==> config.mk <==
export PLATFORM = sky130hd
export DESIGN_NAME = grain_nfsr_wide
export DESIGN_NICKNAME = d
export VERILOG_FILES = /design/src/rtl/grain_pkg.sv /design/src/rtl/grain_nfsr_fb.sv /design/src/rtl/grain_nfsr_wide.sv
export SDC_FILE = /design/constraint.sdc
export NUM_CORES = 1
export LEC_CHECK = 0
export ABC_AREA = 1
export BUFFER_PORTS_ARGS = -buffer_cell sky130_fd_sc_hd__buf_4
export CAP_MARGIN = 10
export CORE_UTILIZATION = 54
export DETAILED_ROUTE_END_ITERATION = 7
export PLACE_DENSITY_LB_ADDON = 0.12
export REMOVE_ABC_BUFFERS = 1
export SLEW_MARGIN = 20
export SYNTH_ARGS = -nofsm -noshare
export SYNTH_HDL_FRONTEND = slang
export SYNTH_SLANG_ARGS = --single-unit
==> constraint.sdc <==
create_clock -name clk -period 3.15 [get_ports clk]
set_input_delay 0.1575 -clock clk [delete_from_list [all_inputs] [get_ports clk]]
set_output_delay 0.1575 -clock clk [all_outputs]
set_load 0.05 [all_outputs]
==> src/rtl/grain_pkg.sv <==
// Shared constants and types for the wide Grain-128 NFSR.
// Build option: define GRAIN128A_EN to add the Grain-128a feedback terms.
package grain_pkg;

   // NFSR length in bits; b0 is the oldest (next to leave) bit.
   localparam int NFSR_LEN = 128;

   // Widest supported step count: with W <= 32 the highest tap (96 + 31)
   // still lands inside the current state, so every slice reads pre-shift bits.
   localparam int MAX_W = 32;

   // Linear taps of g(): b0, b26, b56, b91, b96.
   localparam int N_LIN = 5;
   localparam int LIN_TAPS [N_LIN] = '{0, 26, 56, 91, 96};

   // Two-input AND terms of g(): b[PAIR_A[i]] & b[PAIR_B[i]].
   localparam int N_PAIR = 7;
   localparam int PAIR_A [N_PAIR] = '{3, 11, 17, 27, 40, 61, 68};
   localparam int PAIR_B [N_PAIR] = '{67, 13, 18, 59, 48, 65, 84};

`ifdef GRAIN128A_EN
   // Grain-128a extras: one four-input AND and two three-input ANDs.
   localparam int N_QUAD = 4;
   localparam int QUAD_TAPS [N_QUAD] = '{88, 92, 93, 95};
   localparam int N_TRI = 2;
   localparam int TRI_TAPS [N_TRI][3] = '{'{22, 24, 25}, '{70, 78, 82}};
`endif

   // Sequencing states of the NFSR.
   typedef enum logic [1:0] {
      IDLE = 2'd0,
      INIT = 2'd1,
      RUN  = 2'd2
   } nfsr_state_e;

   // True for the supported steps-per-clock values (powers of two up to MAX_W).
   function automatic bit legal_w(int w);
      return (w == 1) || (w == 2) || (w == 4) || (w == 8) ||
             (w == 16) || (w == MAX_W);
   endfunction

endpackage

==> src/rtl/grain_nfsr_fb.sv <==
// Single-step Grain NFSR feedback g() for step offset J, read from the
// un-shifted state so W copies can run side by side in one clock.
// Build option: GRAIN128A_EN adds the Grain-128a nonlinear terms.
module grain_nfsr_fb
   import grain_pkg::*;
#(
   parameter int J = 0
) (
   input  logic [127:0] state,
   input  logic         lfsr_bit,
   output logic         fb
);

   logic [N_LIN-1:0]  lin_t;
   logic [N_PAIR-1:0] pair_t;
   logic              extra_t;

   // Only a subset of the state feeds any one slice.
   logic unused_state;
   assign unused_state = ^state;

   for (genvar i = 0; i < N_LIN; i++) begin : g_lin
      assign lin_t[i] = state[LIN_TAPS[i] + J];
   end

   for (genvar i = 0; i < N_PAIR; i++) begin : g_pair
      assign pair_t[i] = state[PAIR_A[i] + J] & state[PAIR_B[i] + J];
   end

`ifdef GRAIN128A_EN
   logic             quad_t;
   logic [N_TRI-1:0] tri_t;

   assign quad_t = state[QUAD_TAPS[0] + J] & state[QUAD_TAPS[1] + J] &
                   state[QUAD_TAPS[2] + J] & state[QUAD_TAPS[3] + J];

   for (genvar i = 0; i < N_TRI; i++) begin : g_tri
      assign tri_t[i] = state[TRI_TAPS[i][0] + J] & state[TRI_TAPS[i][1] + J] &
                        state[TRI_TAPS[i][2] + J];
   end

   assign extra_t = quad_t ^ (^tri_t);
`else
   assign extra_t = 1'b0;
`endif

   // Feedback bit: LFSR input plus all linear and product terms.
   always_comb begin
      fb = lfsr_bit ^ (^lin_t) ^ (^pair_t) ^ extra_t;
   end

endmodule

==> src/rtl/grain_nfsr_wide.sv <==
// Grain-128 NFSR advancing W bit-steps per clock, with its own key load and
// initialisation sequencing (IDLE -> INIT -> RUN).
// Build option: GRAIN128A_EN switches the feedback to the Grain-128a NFSR.
module grain_nfsr_wide
   import grain_pkg::*;
#(
   parameter int W           = 1,
   parameter int INIT_ROUNDS = 256
) (
   input  logic         clk,
   input  logic         n_reset,
   input  logic         load,
   input  logic [127:0] key_in,
   input  logic [W-1:0] lfsr_in,
   input  logic [W-1:0] ks_in,
   input  logic         advance,
   output logic [127:0] data,
   output logic [W-1:0] nbits,
   output logic         init_active,
   output logic         ready,
   output logic         init_done
);

   // Initialisation takes INIT_ROUNDS bit-steps, i.e. INIT_CLKS clocks.
   localparam int INIT_CLKS = INIT_ROUNDS / W;
   localparam int CNT_W     = $clog2(INIT_CLKS) + 1;
   localparam logic [CNT_W-1:0] LAST_CNT = CNT_W'(INIT_CLKS - 1);

   if (!legal_w(W) || (INIT_ROUNDS % W) != 0 || INIT_ROUNDS < W) begin : g_bad_cfg
      $error("grain_nfsr_wide: W must be 1,2,4,8,16 or 32 and divide INIT_ROUNDS");
   end

   nfsr_state_e           state_q, state_d;
   logic [CNT_W-1:0]      cnt_q, cnt_d;
   logic [NFSR_LEN-1:0]   data_q, data_d;
   logic                  init_done_q, init_done_d;
   logic [W-1:0]          g;
   logic                  shift;

   // Slice j computes the feedback for bit-step j from the current state;
   // its result lands at index NFSR_LEN-W+j after the shift.
   for (genvar j = 0; j < W; j++) begin : g_slice
      grain_nfsr_fb #(.J(j)) u_fb (
         .state    (data_q),
         .lfsr_bit (lfsr_in[j]),
         .fb       (g[j])
      );
   end

   // Keystream is fed back only during initialisation.
   always_comb begin
      nbits = g ^ ((state_q == INIT) ? ks_in : '0);
   end

   // Next-state logic: load overrides everything, then per-state shift control.
   always_comb begin
      state_d     = state_q;
      cnt_d       = cnt_q;
      data_d      = data_q;
      init_done_d = 1'b0;
      shift       = 1'b0;

      if (load) begin
         data_d  = key_in;
         cnt_d   = '0;
         state_d = INIT;
      end else begin
         case (state_q)
            IDLE: begin
               shift = 1'b0;
            end
            INIT: begin
               shift = 1'b1;
               cnt_d = cnt_q + 1'b1;
               if (cnt_q == LAST_CNT) begin
                  state_d     = RUN;
                  init_done_d = 1'b1;
               end
            end
            RUN: begin
               shift = advance;
            end
            default: begin
               state_d = IDLE;
            end
         endcase
      end

      if (shift) begin
         data_d = {nbits, data_q[NFSR_LEN-1:W]};
      end
   end

   // State, counter, NFSR contents and completion pulse registers.
   always_ff @(posedge clk) begin
      if (!n_reset) begin
         state_q     <= IDLE;
         cnt_q       <= '0;
         data_q      <= '0;
         init_done_q <= 1'b0;
      end else begin
         state_q     <= state_d;
         cnt_q       <= cnt_d;
         data_q      <= data_d;
         init_done_q <= init_done_d;
      end
   end

   assign data        = data_q;
   assign init_active = (state_q == INIT);
   assign ready       = (state_q == RUN);
   assign init_done   = init_done_q;

endmodule
== Word-level counts from Yosys, hierarchy flattened ==
Cells that the tools add are included.

* Reductions and logical operators: 9
* Equality and inequality tests: 6
* Bitwise logic cells: 13
* Multiplexer cells: 9
* $add $sub $neg: 1

{| class="wikitable"
|+ Operator list
! cell !! count
|-
| $mux 128 || 2
|-
| $add 9x1->9 const B || 1
|-
| $eq 9x8->1 const B || 1
|-
| $and 1x1->1 || 7
|-
| $reduce_xor 7->1 || 1
|-
| $reduce_xor 5->1 || 1
|-
| $mux 1 || 4
|-
| $ne 2x1->1 const B || 2
|-
| $pmux 2 s2 || 1
|-
| $reduce_and 2->1 || 2
|-
| $reduce_or 2->1 || 2
|-
| $ne 3x2->1 const B || 1
|-
| $not 1->1 || 3
|-
| $reduce_or 3->1 || 1
|-
| $xor 1x1->1 || 3
|-
| $eq 2x1->1 const B || 1
|-
| $eq 2x2->1 const B || 1
|-
| $logic_not 2->1 || 1
|-
| $mux 2 || 1
|-
| $pmux 1 s2 || 1
|-
| $reduce_bool 2->1 || 1
|}

* Output and inout port bits: 132
* Input bits: 134
* Logic and storage cells: 43
* Flip-flop bits (word level): 140

== Longest topological paths before layout ==
* Depth after elaboration: 5
* Depth in mapped cells: 12
* Gate-level depth less buffers: 12

== Cells and area by module ==
Synthesis repeated with hierarchy kept, for this count alone.

* Cell total of the unflattened synthesis: 1155
* Area, all modules: 7552.2 µm²

{| class="wikitable"
|+ By module, submodules not included
! module !! cells an instance !! seq. area each (µm²) !! area each (µm²) !! instances
|-
| grain_nfsr_wide || 1078 || 2802.7 || 7240.7 || 1
|-
| grain_nfsr_fb || 77 || 0.0 || 311.5 || 1
|}

== Worst setup path after synthesis ==
OpenSTA, ideal clock, no wires.

* Path kind: reg2out
* Start point: reg state_q[1]
* End point: out nbits
* Data required time: 2.992 ns
* Setup slack: 1.126 ns
* Stages on the path, launching flop included: 11
* Path buffers: 0
* Data arrival time: 1.867 ns
* Cells stage by stage: dfxtp_1 -> inv_1 -> ha_1 -> nand2_1 -> xnor2_1 -> nand2_1 -> nand3_1 -> nand2_1 -> nand2_1 -> nand2_1 -> inv_1

* Cells in the longest elaborated chain, start to end: 3

{| class="wikitable"
|+ RTL lines
! what !! line !! RTL
|-
| start: declaration || grain_nfsr_wide.sv:33 || <nowiki>nfsr_state_e state_q, state_d;</nowiki>
|-
| start signal: assignment || grain_nfsr_wide.sv:102 || <nowiki>state_q <= state_d;</nowiki>
|-
| $eq 2x1->1 || - ||
|-
| via init_active || grain_nfsr_wide.sv:19 || <nowiki>output logic init_active,</nowiki>
|-
| $mux 1 || grain_nfsr_wide.sv:52 || <nowiki>nbits = g ^ ((state_q == INIT) ? ks_in : '0);</nowiki>
|-
| $xor 1x1->1 || grain_nfsr_wide.sv:52 ||
|-
| end: declaration || grain_nfsr_wide.sv:18 || <nowiki>output logic [W-1:0] nbits,</nowiki>
|}

The timed path passes the listed nets, and every way through them passes these cells.

== Worst setup path after layout ==
* Start point: reg state_q[1]
* End point: out nbits

* Cells in the longest elaborated chain, start to end: 3

{| class="wikitable"
|+ RTL lines
! what !! line
|-
| $eq 2x1->1 || grain_nfsr_wide.sv:52
|-
| $mux 1 || grain_nfsr_wide.sv:52
|-
| $xor 1x1->1 || grain_nfsr_wide.sv:52
|}

No other way between the ends.

==> impl_metrics.toml <==
[worst_setup_path]
crit_type = "flop to primary output"
cp_max_fo = 14
critPathTopFamily = "simple AND/OR/NAND/NOR gates"
critical_path_buf_inv_count = 3
start_kind = "flop"
r2r_slack_ns = 0.84
worst_ep_required_time_ns = 2.99
critPathMostFrequentCell = "nand2_1"
endpoint_kind = "primary output"
worst_path_max_delay_cell = "ha_1"
cp_data_arrival_time_ns = 2.24
path_cells = "inv_1 > ha_1 > nand2_1 > xnor2_1 > nand2_1 > nand3_1 > nand2_1 > nand2_1 > nand2_1 > inv_1 > buf_4"
critical-path-max-stage-delay_ns = 0.45

[cts]
holdBufCountCts = 0
root_buffer = "clkbuf_16"
ctsResizeCount = 0
cts_buffers = 17
clkTransAtPathRegs_ns = 0.06
clk_latency_ns = 0.41
htree_levels = 4
cts_setup_buffers = 0
tritoncts_num_sinks = 140
cts_tree = "built"
clockBufferDepth = 2

[sta]
rsz0062_at_grt = "no"
whs_ns = 0.0316
fin_worst_skew_ns = 0.00546
fmax_mhz = 416
min_period_ns = 2.40
tns_ns = 0
setup_viol = 0
fin_crit_sh = 0.762
worst_pin_slew_ns = 0.659
slew_viol_final = 0
slew_headroom = 0.560
hold_viol_final = 0
fin_ws_ns = 0.749

[final_layout]
nFillCells = 1047
drive_above_1_share = 0.251
nNetsFinal = 1451
diodes = 0
stdcell_count = 1497
syn_to_final_growth_pct = 37.3
fin_util = 0.762

[detailed_routing]
totalWireLength_um = 20600
ant_nets = 0
drt_pre_antenna_iters = 5
viasPerCell = 4.96
wl_per_cell_um = 13.7
num_vias = 7426
drc = 0
drt_iter0_drc = 513

[global_route]
overflow = 0
grt_pass1_wl_um = 33000
grt_pass1_vias = 7016
grt_usage = 0.314
grt_start_max_net_pins = 128
antenna_found_initial = 0

[pwr]
leakage_nw = 5.32
p_per_area_nw_per_um2 = 519
ir_worst_vdd_uv = 357

[floorplan]
die_w_um = 116
die_area_sq_um = 13500
die_h_um = 116
coreArea_sq_um = 12700
start_util = 0.555
ios = 266
rows = 41

[run_status]
status = "finished clean"

[synth]
synthCells = 1074
yosysWarnings = 0
ys_seq_area_frac = 0.399
syn_avg_cell_area_sq_um = 6.55
synth_seq_cells = 140
netlist_area_sq_um = 7030
synth_cell_types = 28

[run]
drv_cap = 0

[place]
hpwl_um = 14400
dp_cells = 1465
gp_congestion = 0.855
portBuffers = 265
dp_slack_ns = 0.894

[hold_path]
hp-class = "input port to flop"
## synthesized netlist by cell type, drive strengths merged
| master | number | share of area |
|---|---|---|
| a21oi | 10 | 0.0071 |
| nand3 | 53 | 0.040 |
| o21ai | 142 | 0.10 |
| dfxtp | 140 | 0.40 |
| ha | 5 | 0.0089 |
| nor2 | 81 | 0.044 |
| inv | 250 | 0.13 |
| nor3 | 2 | 0.0014 |
| nand2 | 281 | 0.15 |
| nor3b | 1 | 0.0011 |
| clkbuf | 27 | 0.014 |
| xnor2 | 1 | 0.0012 |
| o221ai | 13 | 0.025 |
| o21a | 1 | 0.0011 |
| nand4 | 1 | 0.00089 |
| buf | 31 | 0.026 |
| o211ai | 35 | 0.044 |
## cell type report
cell class	count	area [sq um]	area share
clock inverters	6	57.6	0.00596
repair buffers	277	2120	0.219
clock buffers	26	519	0.0538
inverters	250	938	0.0972
well taps	172	215	0.0223
multi-input cells	626	3000	0.311
flip-flops and latches	140	2800	0.290
## placed cells by master (no fill, tap or decap), drive strengths merged, types with 4 or more instances in the layout
master / n
o221ai: 13
o21ai: 142
nand3: 53
clkinv: 4
nand2: 281
dfxtp: 140
inv: 250
nor2: 81
a21oi: 10
clkbuf: 26
o211ai: 35
ha: 5
buf: 277
## per-stage QoR
| step | cell area [sq um] | power, mW |
|---|---|---|
| final | 9650 | 5.01 |
| after global routing | 9650 | 5.21 |
| after CTS | 9650 | 5.02 |
| after detailed placement | 9080 | 3.09 |
| after global placement | 9080 | 3.08 |
| after floorplan | 6750 | 2.64 |
## registers in the layout, summed over array words and instances, names as in the netlist
name       cells
state_q        2
cnt_q          9
init_done      1
data         128
## per-layer routing
layer | vias up | GRT usage | share of wire
li1 | 3744 | - | -
met3 | 34 | 0.0903 | 0.082
met2 | 274 | 0.547 | 0.48
met5 | - | 0 | 0
met4 | 0 | 0.120 | 0.023
met1 | 3374 | 0.366 | 0.41
## where the power goes
part | switching, mW | internal (mW) | total (mW)
sequential | 0.0683 | 1.87 | 1.94
clock | 0.743 | 1.21 | 1.95
combinational | 0.739 | 0.378 | 1.12
## final timing paths
path,startpoint,endpoint,depth (start not counted)
worst max register to register,state_q[1],data[101],9
worst min-delay path,key_in[111],data[111],5
worst max-delay path,state_q[1],nbits,11
worst min register to register,cnt_q[7],cnt_q[7],2
## worst reg2reg max path, stage by stage, from the launching register on
cell and delay [ns]:
dfxtp_1 0.31, inv_1 0.09, ha_1 0.45, inv_2 0.12, nand2_2 0.13, nand3_4 0.36
buf_12 0.34, o21ai_0 0.22, o21ai_0 0.12, inv_1 0.10
## kinds of logic after synthesis
| kind of cell | synth area share |
|---|---|
| adder cells (fa/ha/maj) | 0.00890 |
| buffers and inverters | 0.174 |
| AND/OR/NAND/NOR | 0.238 |
| AO/OA/AOI/OAI | 0.179 |
| flip-flops | 0.399 |
| XOR/XNOR | 0.00125 |
No activity file was read; power rests on OpenSTA's default activity.
